===== src/rtl/flappy_game_engine.sv =====
// Per-frame game-state engine for Flappy VGA: bird physics, pipe scrolling, gap placement,
// collision and IDLE/PLAY/DEAD sequencing. All state advances on frame_tick only.
module flappy_game_engine #(
    parameter int GRAVITY    = 1,
    parameter int FLAP_VEL   = 8,
    parameter int MAX_FALL   = 8,
    parameter int PIPE_SPEED = 2,
    parameter int BIRD_START = 240,
    parameter int PIPE_START = 739,
    parameter int DEAD_HOLD  = 60
) (
    input  logic       clock,
    input  logic       reset,
    input  logic       frame_tick,
    input  logic       flap,
    output logic [8:0] bird_pos,
    output logic [8:0] hole_pos,
    output logic [9:0] pipe_pos,
    output logic [7:0] score,
    output logic [1:0] game_state
);
    typedef enum logic [1:0] {
        ST_IDLE = 2'd0,
        ST_PLAY = 2'd1,
        ST_DEAD = 2'd2
    } state_t;

    localparam logic signed [5:0] GRAVITY_V    = 6'(GRAVITY);
    localparam logic signed [5:0] FLAP_V       = 6'(FLAP_VEL);
    localparam logic signed [5:0] MAX_FALL_V   = 6'(MAX_FALL);
    localparam logic [9:0]        PIPE_SPEED_V = 10'(PIPE_SPEED);
    localparam logic [8:0]        BIRD_START_V = 9'(BIRD_START);
    localparam logic [9:0]        PIPE_START_V = 10'(PIPE_START);
    localparam logic [7:0]        DEAD_HOLD_V  = 8'(DEAD_HOLD);
    localparam logic [8:0]        HOLE_RESET   = 9'd165;

    state_t             r_state;
    logic               r_sync1, r_sync2, r_sync3;
    logic               r_flap_pending;
    logic [7:0]         r_lfsr;
    logic signed [5:0]  r_vel;
    logic [7:0]         r_dead_cnt;
    logic [8:0]         r_bird;
    logic [8:0]         r_hole;
    logic [9:0]         r_pipe;
    logic [7:0]         r_score;

    logic               w_edge;
    logic               w_pend;
    logic               w_lfsr_fb;
    logic [8:0]         w_new_hole;
    logic signed [5:0]  w_vel_grav;
    logic signed [5:0]  w_vel_next;
    logic signed [5:0]  w_vel_after;
    logic signed [9:0]  w_bird_sum;
    logic               w_ceiling;
    logic               w_floor;
    logic [8:0]         w_bird_next;
    logic               w_respawn;
    logic [9:0]         w_pipe_next;
    logic [8:0]         w_hole_next;
    logic [7:0]         w_score_next;
    logic               w_overlap;
    logic               w_miss;
    logic               w_die;

    always_comb begin
        w_edge     = r_sync2 & ~r_sync3;
        // An edge arriving in the tick cycle itself still counts for that tick.
        w_pend     = r_flap_pending | w_edge;
        w_lfsr_fb  = r_lfsr[7] ^ r_lfsr[5] ^ r_lfsr[4] ^ r_lfsr[3];
        w_new_hole = {1'b0, r_lfsr} + 9'd40;

        w_vel_grav  = (r_vel >= MAX_FALL_V - GRAVITY_V) ? MAX_FALL_V : r_vel + GRAVITY_V;
        w_vel_next  = w_pend ? -FLAP_V : w_vel_grav;
        w_bird_sum  = $signed({1'b0, r_bird}) + $signed({{4{w_vel_next[5]}}, w_vel_next});
        w_ceiling   = w_bird_sum < 10'sd50;
        w_floor     = w_bird_sum >= 10'sd479;
        w_vel_after = w_ceiling ? 6'sd0 : w_vel_next;
        if (w_ceiling)
            w_bird_next = 9'd50;
        else if (w_floor)
            w_bird_next = 9'd479;
        else
            w_bird_next = w_bird_sum[8:0];

        w_respawn    = r_pipe <= PIPE_SPEED_V;
        w_pipe_next  = w_respawn ? PIPE_START_V : r_pipe - PIPE_SPEED_V;
        w_hole_next  = w_respawn ? w_new_hole : r_hole;
        w_score_next = (w_respawn && r_score != 8'hFF) ? r_score + 8'd1 : r_score;

        // Collision uses the post-move values, so a respawned pipe never collides.
        w_overlap = (w_pipe_next >= 10'd52) && (w_pipe_next <= 10'd198);
        w_miss    = ({1'b0, w_bird_next} < {1'b0, w_hole_next} + 10'd49) ||
                    ({1'b0, w_bird_next} > {1'b0, w_hole_next} + 10'd151);
        w_die     = w_floor | (w_overlap & w_miss);
    end

    always_ff @(posedge clock) begin
        if (!reset) begin
            r_state        <= ST_IDLE;
            r_sync1        <= 1'b0;
            r_sync2        <= 1'b0;
            r_sync3        <= 1'b0;
            r_flap_pending <= 1'b0;
            r_lfsr         <= 8'hA5;
            r_vel          <= 6'sd0;
            r_dead_cnt     <= 8'd0;
            r_bird         <= BIRD_START_V;
            r_hole         <= HOLE_RESET;
            r_pipe         <= PIPE_START_V;
            r_score        <= 8'd0;
        end else begin
            r_sync1 <= flap;
            r_sync2 <= r_sync1;
            r_sync3 <= r_sync2;
            r_lfsr  <= {r_lfsr[6:0], w_lfsr_fb};

            if (frame_tick)
                r_flap_pending <= 1'b0;
            else if (w_edge)
                r_flap_pending <= 1'b1;

            if (frame_tick) begin
                case (r_state)
                    ST_IDLE: begin
                        if (w_pend) begin
                            r_state <= ST_PLAY;
                            r_score <= 8'd0;
                            r_hole  <= w_new_hole;
                            r_vel   <= 6'sd0;
                        end
                    end
                    ST_PLAY: begin
                        r_vel   <= w_vel_after;
                        r_bird  <= w_bird_next;
                        r_pipe  <= w_pipe_next;
                        r_hole  <= w_hole_next;
                        r_score <= w_score_next;
                        if (w_die) begin
                            r_state    <= ST_DEAD;
                            r_dead_cnt <= 8'd0;
                        end
                    end
                    ST_DEAD: begin
                        if (w_pend && r_dead_cnt == DEAD_HOLD_V) begin
                            r_state    <= ST_IDLE;
                            r_bird     <= BIRD_START_V;
                            r_pipe     <= PIPE_START_V;
                            r_hole     <= HOLE_RESET;
                            r_vel      <= 6'sd0;
                            r_dead_cnt <= 8'd0;
                        end else if (r_dead_cnt != DEAD_HOLD_V) begin
                            r_dead_cnt <= r_dead_cnt + 8'd1;
                        end
                    end
                    default: r_state <= ST_IDLE;
                endcase
            end
        end
    end

    assign bird_pos   = r_bird;
    assign hole_pos   = r_hole;
    assign pipe_pos   = r_pipe;
    assign score      = r_score;
    assign game_state = r_state;
endmodule

===== config.mk =====
export PLATFORM = sky130hd
export DESIGN_NAME = flappy_game_engine
export DESIGN_NICKNAME = d
export VERILOG_FILES = /design/src/rtl/flappy_game_engine.sv
export SDC_FILE = /design/constraint.sdc
export NUM_CORES = 1
export LEC_CHECK = 0
export CAP_MARGIN = 30
export CORE_AREA = 2 2 129 131
export CTS_BUF_LIST = sky130_fd_sc_hd__clkbuf_8
export DETAILED_ROUTE_END_ITERATION = 8
export DIE_AREA = 0 0 131 133
export GPL_TIMING_DRIVEN = 0
export REMOVE_ABC_BUFFERS = 1
export SLEW_MARGIN = 15
export SYNTH_ARGS = -nofsm -noshare
export SYNTH_HDL_FRONTEND = slang
export SYNTH_SLANG_ARGS = --single-unit

===== constraint.sdc =====
create_clock -name clock -period 5.1 [get_ports clock]
set_input_delay 1.53 -clock clock [delete_from_list [all_inputs] [get_ports clock]]
set_output_delay 1.53 -clock clock [all_outputs]
set_load 0.02 [all_outputs]

* Word-level counts from Yosys, hierarchy flattened
Cells that the tools add are included.
** Word-level totals
- Flip-flop bits (word level) :: 64
- Input bits :: 4
- Output and inout port bits :: 38
- Word-level logic and storage cells :: 89
** Cells by class
- Add/subtract/negate cells :: 8
- $lt $le $gt $ge :: 8
- Equal/unequal tests :: 10
- Multiplexer cells :: 28
- Bitwise operators :: 9
- Reductions and logical operators :: 14
** Operator list (number)
- two-way mux 9 bit :: 6
- two-way mux 8 bit :: 5
- one-hot mux 8 bit (2 select lines) :: 2
- two-way mux 6 bit :: 5
- one-hot mux 9 bit (3 select lines) :: 1
- two-way mux 10 bit :: 2
- one-hot mux 10 bit (2 select lines) :: 1
- one-hot mux 6 bit (3 select lines) :: 1
- one-hot mux 9 bit (2 select lines) :: 1
- adder 8 x 1 -> 8 bit (second input constant) :: 2
- AND reduction 4 bit :: 4
- adder 10 x 6 -> 10 bit :: 1
- adder 9 x 6 -> 10 bit (second input constant) :: 1
- adder 9 x 8 -> 10 bit (second input constant) :: 1
- greater-or-equal comparator 10 bit (second input constant) :: 1
- greater-or-equal comparator 10 x 6 -> 1 bit (second input constant) :: 1
- greater-than comparator 9 x 10 -> 1 bit :: 1
- less-or-equal comparator 10 x 2 -> 1 bit (second input constant) :: 1
- less-or-equal comparator 10 x 8 -> 1 bit (second input constant) :: 1
- < comparator 10 x 7 -> 1 bit (second input constant) :: 1
- < comparator 9 x 10 -> 1 bit :: 1
- subtractor 10 x 2 -> 10 bit (second input constant) :: 1
- adder 8 x 6 -> 9 bit (second input constant) :: 1
- equality test 8 x 6 -> 1 bit (second input constant) :: 1
- 21 further kinds :: 34

* Depth between registers and ports, before layout
Gate-level depths: netlist (run 1).
- Depth after elaboration :: 14
- Gate-level depth with buffers :: 26

* Worst setup path before layout (run 1)
Ideal clock, no wire load.
- Path kind :: register to register
- Start point :: register r_vel[0]
- End point :: register r_state[0], in the netlist game_state[0]
- Arrival time :: 4.927 ns
- Required time :: 5.028 ns
- Slack :: 0.101 ns
- Cell stages (with the launch flop) :: 25
- Path buffers :: 1
- Path through :: dfxtp_1 -> ha_1 -> a211oi_1 -> o21ai_0 -> nor2_1 -> ha_1 -> fa_1 -> a21o_1 -> a221oi_2 -> a311oi_1 -> nor3_2 -> nand2_1 -> a31o_2 -> ha_1 -> nand2_1 -> nor2_1 -> a31o_2 -> o21ai_0 -> o2bb2ai_1 -> a221oi_1 -> mux2_4 -> nor4b_4 -> buf_6 -> or3b_1 -> a21oi_1
** Between the ends
- Word-level cells in the longest chain between the ends :: 13
- Elaborated cells between the ends (all ways) :: 16
- Those cells by class :: add/sub (2); order compare (5); eq/ne (1); mux (4); bitwise (2); reduce/logical (2)
** Ends and longest elaborated chain
- start: declaration :: RTL line 41 : logic signed [5:0] r_vel;
- start signal: assignment :: RTL line 135 : r_vel <= w_vel_after;
- adder 6 x 2 -> 6 bit or greater-or-equal comparator 6 x 4 -> 1 bit (tied branches) :: RTL line 74 : w_vel_grav = (r_vel >= MAX_FALL_V - GRAVITY_V) ? MAX_FALL_V : r_vel + GRAVITY_V;
- two-way mux 6 bit (*) :: RTL line 74
- two-way mux 6 bit (*) :: RTL line 75 : w_vel_next = w_pend ? -FLAP_V : w_vel_grav;
- adder 10 x 6 -> 10 bit (*) :: RTL line 76 : w_bird_sum = $signed({1'b0, r_bird}) + $signed({{4{w_vel_next[5]}}, w_vel_next});
- greater-or-equal comparator 10 bit :: RTL line 78 : w_floor = w_bird_sum >= 10'sd479;
- two-way mux 9 bit :: RTL line 82 : else if (w_floor)
- two-way mux 9 bit :: RTL line 80 : if (w_ceiling)
- < comparator 9 x 10 -> 1 bit or greater-than comparator 9 x 10 -> 1 bit (tied branches) :: RTL line 94, 95
- logical OR 1 bit :: RTL line 94 : w_miss = ({1'b0, w_bird_next} < {1'b0, w_hole_next} + 10'd49) ||
- bitwise AND 1 bit :: RTL line 96 : w_die = w_floor | (w_overlap & w_miss);
- OR 1 bit (*) :: RTL line 96
- inequality test 2 bit (no line) (*)
- AND reduction 4 bit (no line) (*)
- end signal: assignment :: RTL line 101 : r_state <= ST_IDLE;
- end signal: assignment :: RTL line 128 : r_state <= ST_PLAY;
- end signal: assignment :: RTL line 141 : r_state <= ST_DEAD;
- end: declaration :: RTL line 37 : state_t r_state;
Mark *: on every way between the ends. The rest lies on a longest branch, timed or not.
A chain may end at the register's enable or synchronous reset.

* Worst setup path after layout (run 1)
- Start point :: register r_vel[1]
- End point :: register r_dead_cnt[0]
** Between the ends
- Word-level cells in the longest chain between the ends :: 13
- Elaborated cells between the ends (all ways) :: 16
- Those cells by class :: add/sub (2); order compare (5); eq/ne (1); mux (4); bitwise (2); reduce/logical (2)
** Ends and longest elaborated chain
- adder 6 x 2 -> 6 bit or greater-or-equal comparator 6 x 4 -> 1 bit (tied branches) :: RTL line 74
- two-way mux 6 bit (*) :: RTL line 74
- two-way mux 6 bit (*) :: RTL line 75
- adder 10 x 6 -> 10 bit (*) :: RTL line 76
- greater-or-equal comparator 10 bit :: RTL line 78
- two-way mux 9 bit :: RTL line 82
- two-way mux 9 bit :: RTL line 80
- < comparator 9 x 10 -> 1 bit or greater-than comparator 9 x 10 -> 1 bit (tied branches) :: RTL line 94, 95
- logical OR 1 bit :: RTL line 94
- bitwise AND 1 bit :: RTL line 96
- OR 1 bit (*) :: RTL line 96
- inequality test 2 bit (no line) (*)
- AND reduction 4 bit (no line) (*)
- end signal: assignment :: RTL line 154 : r_dead_cnt <= r_dead_cnt + 8'd1;
- end: declaration :: RTL line 42 : logic [7:0] r_dead_cnt;
Marked as above.

==> results.tsv, run 1 <==
stage	metric	value	unit
logic_synthesis	postSynthAreaPerCell	7.81	um2
outcome	status	finished, final reports clean	
detailed_routing	initialDrtViolationCount	328	
power	ir_worst_vdd	219	uV
logic_synthesis	post-synth-top-count-cell	nor2_1	
job	cap_violations	0	
worst_setup_path	path_max_fanout	4	
worst_setup_path	cp.required	5370	ps
logic_synthesis	synth_top_cell_by_area	dfxtp_1	
sta	fin_crit_sh	0.976	
placed_design	place_hpwl	8860	um
detailed_routing	post_drt_wl_per_cell	14.9	um
floorplanning	pin_count	42	
placed_design	post-place-ws	-1240	ps
sta	clock_skew	7.63	ps
logic_synthesis	netlist_top_cells_area	dfxtp_1 27%, ha_1 9.7%, nor2_1 5.6%	
logic_synthesis	async_reset_ff_frac	0	
floorplanning	fp.dieH	133	um
final_layout	design_area	6150	um2
floorplanning	coreArea	16200	um2
logic_synthesis	ys_seq_area_frac	0.269	
placed_design	routabilityCongestion	0.822	
grt	grt_antenna_before_repair	0	
clock_tree	cts_sinks	64	
final_layout	diodes	0	
worst_setup_path	crit_chain	ha_4 > a211oi_4 > o21ai_2 > nor2_2 > ha_2 > fa_2 > a21o_1 > a221oi_4 > buf_4 > o22ai_4 > a311o_2 > a211o_1 > ha_1 > nand2_2 > nor2_4 > a31o_4 > o21ai_2 > o2bb2ai_2 > nor2_1 > mux2_4 > nor4b_4 > buf_4 > nor3_2 > o32ai_2	
sta	fmax	201	MHz
sta	maxSlewHeadroom	0.476	
grt	grt_usage	0.153	
logic_synthesis	synth_top_area_frac	0.269	
placed_design	placedCellCount	842	
clock_tree	clk_latency	350	ps
clock_tree	cts_tree	done	
sta	setup-violations-final	0	
final_layout	layout-drive-gt1-share	0.183	
placed_design	post_dp_cell_area	5320	um2
sta	period_minus_slack	4980	ps
grt	grt.overflow.total	0	
clock_tree	root_buffer	clkbuf_8	
worst_setup_path	crit_slowest_cell	a311o_2	
logic_synthesis	ys_ff_latch	64	
detailed_routing	wirelength	13200	um
detailed_routing	drc	0	
power	total_leakage_power	2.37	nW
power	cellPowerDensity	335	nW/um2
logic_synthesis	ys_types	75	
worst_setup_path	worstPathArrival	5250	ps
worst_setup_path	crit_type	register to register	
grt	grt_max_degree	36	
sta	tightest_slew	779	ps
worst_setup_path	end_kind	register	
floorplanning	die_area	17400	um2
final_layout	final_cells	886	
detailed_routing	num_vias	4588	
placed_design	io_buffers	41	
logic_synthesis	syn_area	4760	um2
sta	setup_slack	123	ps
grt	grt_pass1_vias	4265	
sta	rsz0062_at_grt	yes	
sta	drv_slew	0	
logic_synthesis	ys_warn_count	0	
final_layout	nNetsFinal	704	
logic_synthesis	synthCells	609	
logic_synthesis	ys.flop_type	dfxtp_1	
clock_tree	htreeDepth	3	
floorplanning	start_util	0.294	
hold_path	hp-class	register to register	
logic_synthesis	synthTopCellsByCount	71 x nor2_1, 64 x dfxtp_1, 62 x nand2_1	
final_layout	utilization	0.380	
worst_setup_path	crit_path_start_kind	register	
grt	grt_pass1_wl	21400	um
clock_tree	clk_pin_slew	70	ps
detailed_routing	ant_nets	0	
detailed_routing	via_per_inst	5.18	
sta	final_hold_viol_count	0	
worst_setup_path	slowest_delay	430	ps
final_layout	syn_to_final_growth	29.2	%
detailed_routing	dr.pass1.iters	5	
floorplanning	num_rows	47	
logic_synthesis	synth_edf_count	0	
floorplanning	chipWidth	131	um
clock_tree	cts_buffers	9	
clock_tree	clock_path_buffers	2	
==> power breakdown <==
group / internal (mW) / switching (mW)
registers: 0.533 / 0.0528
logic: 0.442 / 0.563
clock network: 0.261 / 0.203
total: 1.24 / 0.819
==> repair_timing <==
| item | in CTS | in global routing |
|---|---|---|
| endpoints found under the setup margin | 10 | 10 |
| pin swaps | 25 | 18 |
| setup buffers | 21 | 7 |
| hold buffers | 0 | 0 |
| gates resized for setup | 34 | 46 |
==> path summary, 6_finish.rpt <==
| kind | from | cells after the start | slack, ps | to |
|---|---|---|---|---|
| max | r_vel[1] | 24 | 120 | r_dead_cnt[0] |
| max reg2reg | r_vel[1] | 24 | 120 | r_dead_cnt[0] |
| min reg2reg | r_sync1 | 1 | 430 | r_sync2 |
| min | r_sync1 | 1 | 430 | r_sync2 |
==> per-layer routing <==
layer | track usage | routed length, um | up-vias | part of all wire
li1 | - | - | 2308 | -
met1 | 0.218 | 6490 | 2169 | 0.49
met2 | 0.229 | 5860 | 94 | 0.44
met3 | 0.0323 | 577 | 17 | 0.044
met4 | 0.0461 | 256 | 0 | 0.019
met5 | 0 | 0 | - | 0
==> placed cells by master, fill, tap and decap left out, drive strengths merged, types with 7 or more instances in the layout <==
| master | count |
|---|---|
| a22oi | 8 |
| a21oi | 37 |
| nand3 | 26 |
| nand2b | 7 |
| and3 | 10 |
| nor2 | 71 |
| buf | 31 |
| xnor2 | 14 |
| o21ai | 30 |
| clkdlybuf4s50 | 40 |
| xor2 | 26 |
| o31ai | 7 |
| clkbuf | 12 |
| nor3 | 16 |
| inv | 25 |
| a21o | 9 |
| dfxtp | 64 |
| and2 | 10 |
| ha | 37 |
| nand2 | 63 |
| or3 | 7 |
| or2 | 8 |
| o22ai | 7 |
==> critical path: cells and delay by family (launching register included) <==
family	cells	cell delay [ps]
simple gates	6	630
compound gates	11	2210
fa+ha+maj	4	1020
buf+inv	2	360
flops	1	360
mux	1	290
==> logic make-up (layout without fill, tap and decap cells) <==
family | count (synthesis) | count (layout) | synth area share
compound gates | 161 | 161 | 0.241
simple gates | 247 | 247 | 0.258
xor+xnor | 40 | 40 | 0.0736
buf+inv | 55 | 112 | 0.0471
flops | 64 | 64 | 0.269
mux | 4 | 4 | 0.00947
fa+ha+maj | 38 | 38 | 0.102
==> flip-flops by register name, summed over array words and instances, names as in the netlist <==
register,flops
pipe_pos,10
bird_pos,9
hole_pos,9
r_dead_cnt,8
r_lfsr,8
score,8
r_vel,6
game_state,2
r_flap_pending,1
r_sync1,1
r_sync2,1
r_sync3,1
==> cell type report <==
class / count / area, um2
fillers: 1670 / 10000
multi-input cells: 490 / 3610
flip-flops and latches: 64 / 1290
repair buffers: 71 / 666
well taps: 220 / 275
clock buffers: 12 / 165
inverters: 26 / 97.6
clock inverters: 3 / 40.0
==> through the flow <==
step                hold slack (ps)  TNS (ps)  total power [mW]
global placement                416    -11990              1.41
CTS                             436      -276              1.96
detailed placement              419    -11550              1.42
floorplan                       412     -16.7              1.20
finish                          434         0              2.06
global route                    449      -623              2.20
No activity file was read; power rests on OpenSTA's default activity.
==> inputs of run 2 (changes only) <==
--- a/config.mk
+++ b/config.mk
@@ -11,6 +11,7 @@
 export DETAILED_ROUTE_END_ITERATION = 8
 export DIE_AREA = 0 0 131 133
 export GPL_TIMING_DRIVEN = 0
+export PLACE_DENSITY = 0.5
 export REMOVE_ABC_BUFFERS = 1
 export SLEW_MARGIN = 15
 export SYNTH_ARGS = -nofsm -noshare
==> run 2 against run 1 <==
  * Final cell count increased by 0.11%
  * Setup slack got worse by 47 ps
  * Sequential power about the same
  * Power shrank 0.65%
  * Count of clock-buffer cells in the layout is 1 lower
  * Sequential share of layout area hardly changed
==> results.tsv, run 2 (synthesized netlist as in run 1, its figures left out) <==
stage	metric	value	unit	change
final_layout	diodes	0		unchanged
final_layout	final_common_cell	nor2_1		unchanged
placed_design	post_dp_cell_area	5320	um2	unchanged
power	ir_worst_vdd	155	uV	was 219 uV
clock_tree	hold_buffers	0		unchanged
hold_path	hp-class	register to register		unchanged
sta	fmax	199	MHz	was 201 MHz
worst_setup_path	worstPathArrival	5310	ps	was 5250 ps
grt	grt_max_degree	36		unchanged
final_layout	design_area	6110	um2	was 6150 um2
detailed_routing	initialDrtViolationCount	320		was 328
worst_setup_path	crit_type	register to register		unchanged
sta	drv_slew	0		unchanged
floorplanning	start_util	0.294		unchanged
clock_tree	htreeDepth	3		unchanged
worst_setup_path	cp.required	5390	ps	was 5370 ps
sta	final_hold_viol_count	0		unchanged
power	power	2.04	mW	was 2.06 mW
floorplanning	pin_count	42		unchanged
detailed_routing	wirelength	13500	um	was 13200 um
placed_design	routabilityCongestion	0.833		was 0.822
floorplanning	chipWidth	131	um	unchanged
grt	grt_pass1_vias	4363		was 4265
final_layout	multiInputGateArea	3590	um2	was 3610 um2
sta	setup-violations-final	0		unchanged
sta	fin_crit_sh	0.985		was 0.976
final_layout	nNetsFinal	704		unchanged
clock_tree	cts_tree	done		unchanged
floorplanning	num_rows	47		unchanged
grt	grt_antenna_before_repair	0		unchanged
clock_tree	cts_buffers	9		unchanged
grt	grt_usage	0.157		was 0.153
floorplanning	die_area	17400	um2	unchanged
clock_tree	clock_path_buffers	2		unchanged
floorplanning	fp.dieH	133	um	unchanged
detailed_routing	drc	0		unchanged
outcome	status	finished, final reports clean		unchanged
sta	clock_skew	13.5	ps	was 7.63 ps
placed_design	io_buffers	41		unchanged
detailed_routing	ant_nets	0		unchanged
sta	period_minus_slack	5020	ps	was 4980 ps
sta	maxSlewHeadroom	0.507		was 0.476
worst_setup_path	slowest_delay	420	ps	was 430 ps
detailed_routing	via_per_inst	5.19		was 5.18
final_layout	regArea	1280	um2	was 1290 um2
grt	grt_pass1_wl	21800	um	was 21400 um
worst_setup_path	crit_slowest_cell	or3_1		was a311o_2
grt	grt.overflow.total	0		unchanged
final_layout	largest_reg_flops	10		unchanged
job	cap_violations	0		unchanged
detailed_routing	post_drt_wl_per_cell	15.2	um	was 14.9 um
sta	tightest_slew	737	ps	was 779 ps
detailed_routing	num_vias	4607		was 4588
floorplanning	coreArea	16200	um2	unchanged
power	total_leakage_power	2.36	nW	was 2.37 nW
worst_setup_path	crit_top_cell	nand2_1		
power	cellPowerDensity	335	nW/um2	about the same
sta	rsz0062_at_grt	yes		unchanged
final_layout	syn_to_final_growth	28.4	%	was 29.2%
worst_setup_path	end_kind	register		unchanged
placed_design	place_hpwl	9480	um	was 8860 um
worst_setup_path	path_max_fanout	6		was 4
clock_tree	clk_pin_slew	80	ps	was 70 ps
clock_tree	clk_latency	370	ps	was 350 ps
clock_tree	cts_sinks	64		unchanged
final_layout	layout-drive-gt1-share	0.180		was 0.183
worst_setup_path	cp_top_family	compound AO/OA/AOI/OAI gates		unchanged
final_layout	most-common-layout-cells	66 x nor2_1, 61 x dfxtp_1, 59 x nand2_1, 40 x clkdlybuf4s50_1, 32 x a21oi_1		was 65 x nor2_1, 60 x dfxtp_1, 58 x nand2_1, 40 x clkdlybuf4s50_1, 32 x a21oi_1
clock_tree	root_buffer	clkbuf_8		unchanged
final_layout	fillers	1667		was 1670
worst_setup_path	crit_path_start_kind	register		unchanged
detailed_routing	dr.pass1.iters	5		unchanged
worst_setup_path	path_buf_inv	2		unchanged
-- run 2: path summary, 6_finish.rpt --
| kind | to | cells after the start | start | slack (ps) |
|---|---|---|---|---|
| max reg2reg | r_dead_cnt[0] | 25 | r_vel[0] | 80 |
| min | r_sync2 | 1 | r_sync1 | 440 |
| max | r_dead_cnt[0] | 25 | r_vel[0] | 80 |
| min reg2reg | r_sync2 | 1 | r_sync1 | 440 |
-- run 2: what timing repair did --
action	in CTS	in global routing
resized for setup	30	43
pin swaps	20	34
setup buffers	16	13
endpoints found under the setup margin	10	10
-- run 2: layout make-up --
cell class / instances / area share
multi-input combinational: 490 / 0.588
timing repair buffer: 71 / 0.108
tap: 220 / 0.0451
clock inverter: 5 / 0.00779
clock buffer: 11 / 0.0248
sequential: 64 / 0.210
inverter: 26 / 0.0160
-- run 2: through the flow --
step	util	worst slack [ps]	TNS, ps	instances	hold WS [ps]
floorplan	-	-16.7	-16.7	580	412
global placement	0.329	-1420	-13270	841	423
detailed placement	0.329	-1390	-12760	842	434
CTS	0.357	-115	-638	874	452
global route	0.378	-157	-916	887	475
finish	0.378	76.8	0	887	441
-- run 2: routing by layer --
layer  vias to the layer above  track usage  wire, um  part of all wire
li1                       2304            -         -                 -
met1                      2180        0.211      6380              0.47
met2                       111        0.250      6300              0.47
met3                        12       0.0360       588             0.044
met4                         0       0.0467       191             0.014
met5                         -            0         0                 0
-- run 2: report_power, final --
| group | total, mW | internal (mW) | leakage, nW | switching [mW] |
|---|---|---|---|---|
| clock network | 0.449 | 0.247 | 0.112 | 0.202 |
| logic | 1.01 | 0.438 | 1.72 | 0.569 |
| registers | 0.587 | 0.534 | 0.522 | 0.0526 |
| total | 2.04 | 1.22 | 2.36 | 0.824 |
